**src/rtl/arb_pkg.sv**
```systemverilog
// Shared types and helpers for the round-robin / fixed-priority request arbiter.
package arb_pkg;

    typedef enum logic {
        IDLE = 1'b0,
        OWN  = 1'b1
    } arb_state_t;

    localparam logic MODE_FIXED = 1'b0;
    localparam logic MODE_RR    = 1'b1;

    // Callers zero-extend to 32 bits and truncate the result to their index width.
    function automatic logic [4:0] onehot_to_idx(input logic [31:0] oh);
        logic [4:0] idx;
        idx = '0;
        for (int i = 0; i < 32; i++) begin
            if (oh[i]) begin
                idx = idx | 5'(i);
            end
        end
        return idx;
    endfunction

endpackage

```
**src/rtl/prio_pick.sv**
```systemverilog
// Combinational picker: reports the highest set index of req, binary and one-hot.
module prio_pick #(
    parameter int N    = 4,
    parameter int IDXW = $clog2(N)
) (
    input  logic [N-1:0]    req,
    output logic            found,
    output logic [IDXW-1:0] idx,
    output logic [N-1:0]    onehot
);

    always_comb begin
        found  = 1'b0;
        idx    = '0;
        onehot = '0;
        for (int i = 0; i < N; i++) begin
            if (req[i]) begin
                found     = 1'b1;
                idx       = IDXW'(i);
                onehot    = '0;
                onehot[i] = 1'b1;
            end
        end
    end

endmodule

```
**src/rtl/prio_arbiter_rr.sv**
```systemverilog
// Registered N-way arbiter with fixed-priority and round-robin modes, grant hold and hold-limit timeout.
// The owner's done strobe is called release_grant because "release" is a reserved word.
module prio_arbiter_rr
    import arb_pkg::*;
#(
    parameter int N        = 4,
    parameter int IDXW     = $clog2(N),
    parameter int HOLD_MAX = 16
) (
    input  logic            clk,
    input  logic            rst,
    input  logic            mode,
    input  logic [N-1:0]    req,
    input  logic            release_grant,
    output logic [N-1:0]    gnt,
    output logic [IDXW-1:0] gnt_idx,
    output logic            gnt_valid,
    output logic            timeout
);

    localparam int HCW = $clog2(HOLD_MAX + 1);

    arb_state_t      state_q, state_d;
    logic [N-1:0]    gnt_q, gnt_d;
    logic [IDXW-1:0] gnt_idx_q, gnt_idx_d;
    logic [IDXW-1:0] rr_ptr_q, rr_ptr_d;
    logic [HCW-1:0]  hold_cnt_q, hold_cnt_d;
    logic            timeout_q, timeout_d;

    logic [N-1:0]    elig, elig_rev, masked_rev;
    logic            fx_found, rm_found, ru_found;
    logic [IDXW-1:0] fx_idx, rm_idx, ru_idx, rr_rev_idx;
    logic [N-1:0]    fx_oh, rm_oh, ru_oh, rr_rev_oh;
    logic            win_found;
    logic [IDXW-1:0] win_idx;
    logic [N-1:0]    win_oh;

    // The current owner is never eligible; outside OWN gnt_q is zero so nothing is excluded.
    // Round-robin wants the lowest index at or above rr_ptr, so its pickers see reversed vectors.
    always_comb begin
        elig       = req & ~gnt_q;
        elig_rev   = '0;
        masked_rev = '0;
        for (int i = 0; i < N; i++) begin
            elig_rev[i]   = elig[N-1-i];
            masked_rev[i] = elig[N-1-i] & ((N - 1 - i) >= int'(rr_ptr_q));
        end
    end

    prio_pick #(.N(N), .IDXW(IDXW)) u_pick_fixed (
        .req(elig), .found(fx_found), .idx(fx_idx), .onehot(fx_oh)
    );

    prio_pick #(.N(N), .IDXW(IDXW)) u_pick_masked (
        .req(masked_rev), .found(rm_found), .idx(rm_idx), .onehot(rm_oh)
    );

    prio_pick #(.N(N), .IDXW(IDXW)) u_pick_unmasked (
        .req(elig_rev), .found(ru_found), .idx(ru_idx), .onehot(ru_oh)
    );

    assign rr_rev_idx = rm_found ? rm_idx : ru_idx;
    assign rr_rev_oh  = rm_found ? rm_oh : ru_oh;

    always_comb begin
        win_found = fx_found;
        win_idx   = fx_idx;
        win_oh    = fx_oh;
        if (mode == MODE_RR) begin
            win_found = rm_found | ru_found;
            win_idx   = IDXW'(N - 1) - rr_rev_idx;
            for (int i = 0; i < N; i++) begin
                win_oh[i] = rr_rev_oh[N-1-i];
            end
        end
    end

    always_comb begin
        logic owner_req;
        logic at_limit;
        logic new_grant;

        state_d    = state_q;
        gnt_d      = gnt_q;
        hold_cnt_d = hold_cnt_q;
        rr_ptr_d   = rr_ptr_q;
        timeout_d  = 1'b0;
        new_grant  = 1'b0;
        owner_req  = |(req & gnt_q);
        at_limit   = (hold_cnt_q == HCW'(HOLD_MAX));

        unique case (state_q)
            IDLE: begin
                if (win_found) begin
                    new_grant = 1'b1;
                end
            end
            OWN: begin
                if (release_grant || !owner_req || at_limit) begin
                    // Only a grant the owner still wanted counts as revoked by the limit.
                    timeout_d = at_limit && !release_grant && owner_req;
                    if (win_found) begin
                        new_grant = 1'b1;
                    end else begin
                        state_d    = IDLE;
                        gnt_d      = '0;
                        hold_cnt_d = '0;
                    end
                end else if (!at_limit) begin
                    hold_cnt_d = hold_cnt_q + HCW'(1);
                end
            end
            default: begin
                state_d = IDLE;
                gnt_d   = '0;
            end
        endcase

        if (new_grant) begin
            state_d    = OWN;
            gnt_d      = win_oh;
            hold_cnt_d = HCW'(1);
            if (mode == MODE_RR) begin
                rr_ptr_d = (win_idx == IDXW'(N - 1)) ? '0 : win_idx + IDXW'(1);
            end
        end

        gnt_idx_d = IDXW'(onehot_to_idx(32'(gnt_d)));
    end

    always_ff @(posedge clk or posedge rst) begin
        if (rst) begin
            state_q    <= IDLE;
            gnt_q      <= '0;
            gnt_idx_q  <= '0;
            rr_ptr_q   <= '0;
            hold_cnt_q <= '0;
            timeout_q  <= 1'b0;
        end else begin
            state_q    <= state_d;
            gnt_q      <= gnt_d;
            gnt_idx_q  <= gnt_idx_d;
            rr_ptr_q   <= rr_ptr_d;
            hold_cnt_q <= hold_cnt_d;
            timeout_q  <= timeout_d;
        end
    end

    assign gnt       = gnt_q;
    assign gnt_idx   = gnt_idx_q;
    assign gnt_valid = |gnt_q;
    assign timeout   = timeout_q;

endmodule

```
**config.mk**
```make
export PLATFORM = sky130hd
export DESIGN_NAME = prio_arbiter_rr
export DESIGN_NICKNAME = d
export VERILOG_FILES = /design/src/rtl/arb_pkg.sv /design/src/rtl/prio_pick.sv /design/src/rtl/prio_arbiter_rr.sv
export SDC_FILE = /design/constraint.sdc
export NUM_CORES = 1
export LEC_CHECK = 0
export CORE_UTILIZATION = 52
export CTS_BUF_LIST = sky130_fd_sc_hd__clkbuf_16
export CTS_CLUSTER_DIAMETER = 40
export CTS_CLUSTER_SIZE = 16
export DETAILED_ROUTE_END_ITERATION = 16
export GPL_ROUTABILITY_DRIVEN = 1
export PLACE_DENSITY = 0.78
export SETUP_SLACK_MARGIN = 0.5
export SLEW_MARGIN = 10
export SYNTH_ARGS = -nofsm -noshare
export SYNTH_HDL_FRONTEND = slang
export SYNTH_SLANG_ARGS = --single-unit
```
**constraint.sdc**
```tcl
create_clock -name clk -period 2 [get_ports clk]
set_input_delay 0.3 -clock clk [delete_from_list [all_inputs] [get_ports clk]]
set_output_delay 0.3 -clock clk [all_outputs]
set_load 0.05 [all_outputs]
```
==> results.yml <==
power:
  p_per_area_mw_per_mm2: 1607
  pwr-share-comb_pct: 63.8
  sw_frac_of_total_pct: 46.06
  leakage_nw: 0.7451
  pwr-share-clk_pct: 15.6
  ir_worst_vdd_uv: 1235
  power.internal_mw: 1.385
  p_sw_mw: 1.182
  seq_power_share_pct: 20.5
timing:
  tightest_slew_ns: 0.5904
  setup-tns-final_ns: 0
  final.period_utilization_pct: 89.36
  skew_ns: 0.002817
  fin_crit_ns: 1.787
  slew_viol_final: 0
  setup_slack_ns: 0.2129
  setup_violations: 0
  rsz0062_at_grt: "true"
  relSlewSlack_pct: 60.60
  max_freq_mhz: 559.6
  final_hold_viol_count: 0
clocking:
  clock_sinks: 15
  root_buffer: "clkbuf_16"
  cts_made_buffers: 3
  clk_pin_slew_ns: 0.05
  cts_tree: "yes"
  cts_max_level: 1
  clock_path_buffers: 2
  clk-insertion-delay-late_ns: 0.25
worst_setup_path:
  end_kind: "flop"
  slowest_stage: "or4b_4"
  required_ns: 2.12
  critPathKind: "flop to flop"
  cp_num_buf_inv: 0
  worstPathCellList: "or4b_4, o21ai_4, o21ai_2, and3_4, or3b_1"
  crit_arrival_ns: 1.91
  worstPathMaxFanout: 7
  path_delay_family: "simple AND/OR/NAND/NOR gates"
  critical_path.max_stage_delay_ns: 0.53
  crit_path_start_kind: "flop"
floorplan:
  pin_count: 16
  start_util_pct: 56.31
  rows: 15
  coreArea_mm2: 0.001764
  fp.dieH_um: 45.71
  die_x_um: 45.71
  dieArea_mm2: 0.002089
placement:
  gp_congestion: 0.9643
  port_buffers: 15
  dp.cells: 166
  dp_hpwl_um: 1958
  dp_slack_ns: -0.05241
layout:
  layout-drive-gt1-share_pct: 40.74
  fin_nets: 173
  synthToLayoutAreaGrowth_pct: 60.83
  fin_cells: 187
  n_antenna_cell: 0
global_route:
  grt_pass1_vias: 1053
  grt_usage_pct: 31.50
  grt_max_degree: 16
  grt_remaining_overflow: 0
  antenna_found_initial: 0
  grt_pass1_wl_um: 4657
route:
  drtIter0Drc: 58
  drc_errors: 0
  vias: 1215
  routedWlPerCell_um: 20.41
  viasPerCell: 6.497
  dr.pass1.iters: 4
  drtAntennaViolNets: 0
  wirelength_um: 3817
synthesis:
  synth.largest_area_cell: "dfrtp_1"
  yosysWarnings: 0
  ys_top_cells_by_area: "dfrtp_1, o21ai_0, nand2b_1"
  synth-seq-area-share_pct: 37.78
  avgSynthCellArea_um2: 8.491
  netlist-cell-type-count: 36
  ys.flop_type: "dfrtp_1"
  syn-cell-area_um2: 993.5
  netlist_instances: 117
  ys_seq_elements: 15
  synth_edf_count: 0
  syn_nets: 127
  synth_top_area_share_pct: 37.78
  async_flop_share_pct: 100.0
job:
  cap_violations: 0
status:
  status: "completed"
hold_path:
  hold_path.class: "input pin to asynchronous set/reset pin"
worst reg2reg max path, cell delays in order (launching register included):
cell	delay, ns
dfrtp_2	0.46
or4b_4	0.53
o21ai_4	0.09
o21ai_2	0.07
and3_4	0.16
or3b_1	0.35
power groups by stage:
stage          logic, mW  registers [mW]  clock network [mW]
5_1_grt             1.71           0.529               0.422
6_report            1.64           0.527               0.402
2_1_floorplan      0.658           0.703                   0
3_5_place_dp        1.22           0.526                   0
3_3_place_gp        1.20           0.519                   0
4_1_cts             1.34           0.519               0.386
per-stage QoR:
stage,utilization (%),instance area (µm²),power (mW),hold WS (ns)
floorplan,-,1051,1.360,0.2012
global placement,73.26,1292,1.715,0.4695
global route,90.57,1598,2.659,0.4835
CTS,82.77,1460,2.246,0.4271
finish,90.57,1598,2.567,0.4281
detailed placement,73.26,1292,1.742,0.4705
final cells by class:
type	count	area [µm²]
inverters	4	15.01
clock inverters	1	5.005
flip-flops and latches	15	380.4
multi-input cells	94	711.9
well taps	25	31.28
fillers	80	166.4
repair buffers	45	379.1
clock buffers	3	75.07
sequential cells by signal, summed over array words and instances (netlist names):
signal,flops
state_q,1
hold_cnt_q,5
rr_ptr_q,2
timeout,1
gnt_idx,2
gnt,4
logic make-up after synthesis:
group | Yosys count | share of synthesized area, %
and+or+nand+nor | 47 | 27.08
DFF | 15 | 37.78
adders and majority gates | 2 | 2.518
buffers and inverters | 9 | 4.030
AOI/OAI and AO/OA | 44 | 28.59
Yosys cell counts, drive strengths merged, types with 2 or more instances:
master  count
nand2b      7
o211ai      2
or4         2
ha          2
nor3        2
nand3       4
buf         2
o21ai      17
nand4       2
clkbuf      3
a21o        3
dfrtp      15
inv         4
o31ai       2
a211oi      2
a31oi       2
nor2        7
a21oi       8
a22o        3
nand2      10
nor2b       7
per-layer routing:
metal	part of all wire, %	wire length [µm]	track usage [%]
met1	37	1405	35.94
met2	51	1945	54.57
met3	8.5	324	7.143
met4	3.7	142	15.88
met5	0	0	0
cell usage in the layout (no fill, tap or decap), types with 4 or more instances in the layout:
master,instances
dlygate4sd2_1,7
a21oi_1,6
nand2_1,7
dfrtp_2,4
nor2b_1,5
nor2_1,6
dfrtp_1,11
o21ai_1,5
buf_4,22
o21ai_0,9
buf_6,8
nand2b_1,4
inv_1,4
repair_timing:
| action | CTS | global route |
|---|---|---|
| gates cloned | 0 | 2 |
| hold buffers | 0 | 0 |
| pin swaps | 7 | 9 |
| buffers inserted | 7 | 8 |
| setup endpoints to repair | 22 | 18 |
| resized for setup | 26 | 19 |
final timing paths:
check	slack, ns	cells after the start	startpoint	endpoint
max reg2reg	0.21	5	gnt[0]$_DFFE_PP0P_	gnt_idx[0]$_DFF_PP0_
min	0.43	2	rst	hold_cnt_q[1]$_DFFE_PP0P_
max in group asynchronous	1.15	2	rst	gnt[2]$_DFF_PP0_
max	0.21	5	gnt[0]$_DFFE_PP0P_	gnt_idx[0]$_DFF_PP0_
min reg2reg	0.48	1	hold_cnt_q[4]$_DFFE_PP0P_	hold_cnt_q[4]$_DFFE_PP0P_
min in group clk	0.48	1	hold_cnt_q[4]$_DFFE_PP0P_	hold_cnt_q[4]$_DFFE_PP0P_
No activity file was read; power rests on OpenSTA's default activity.
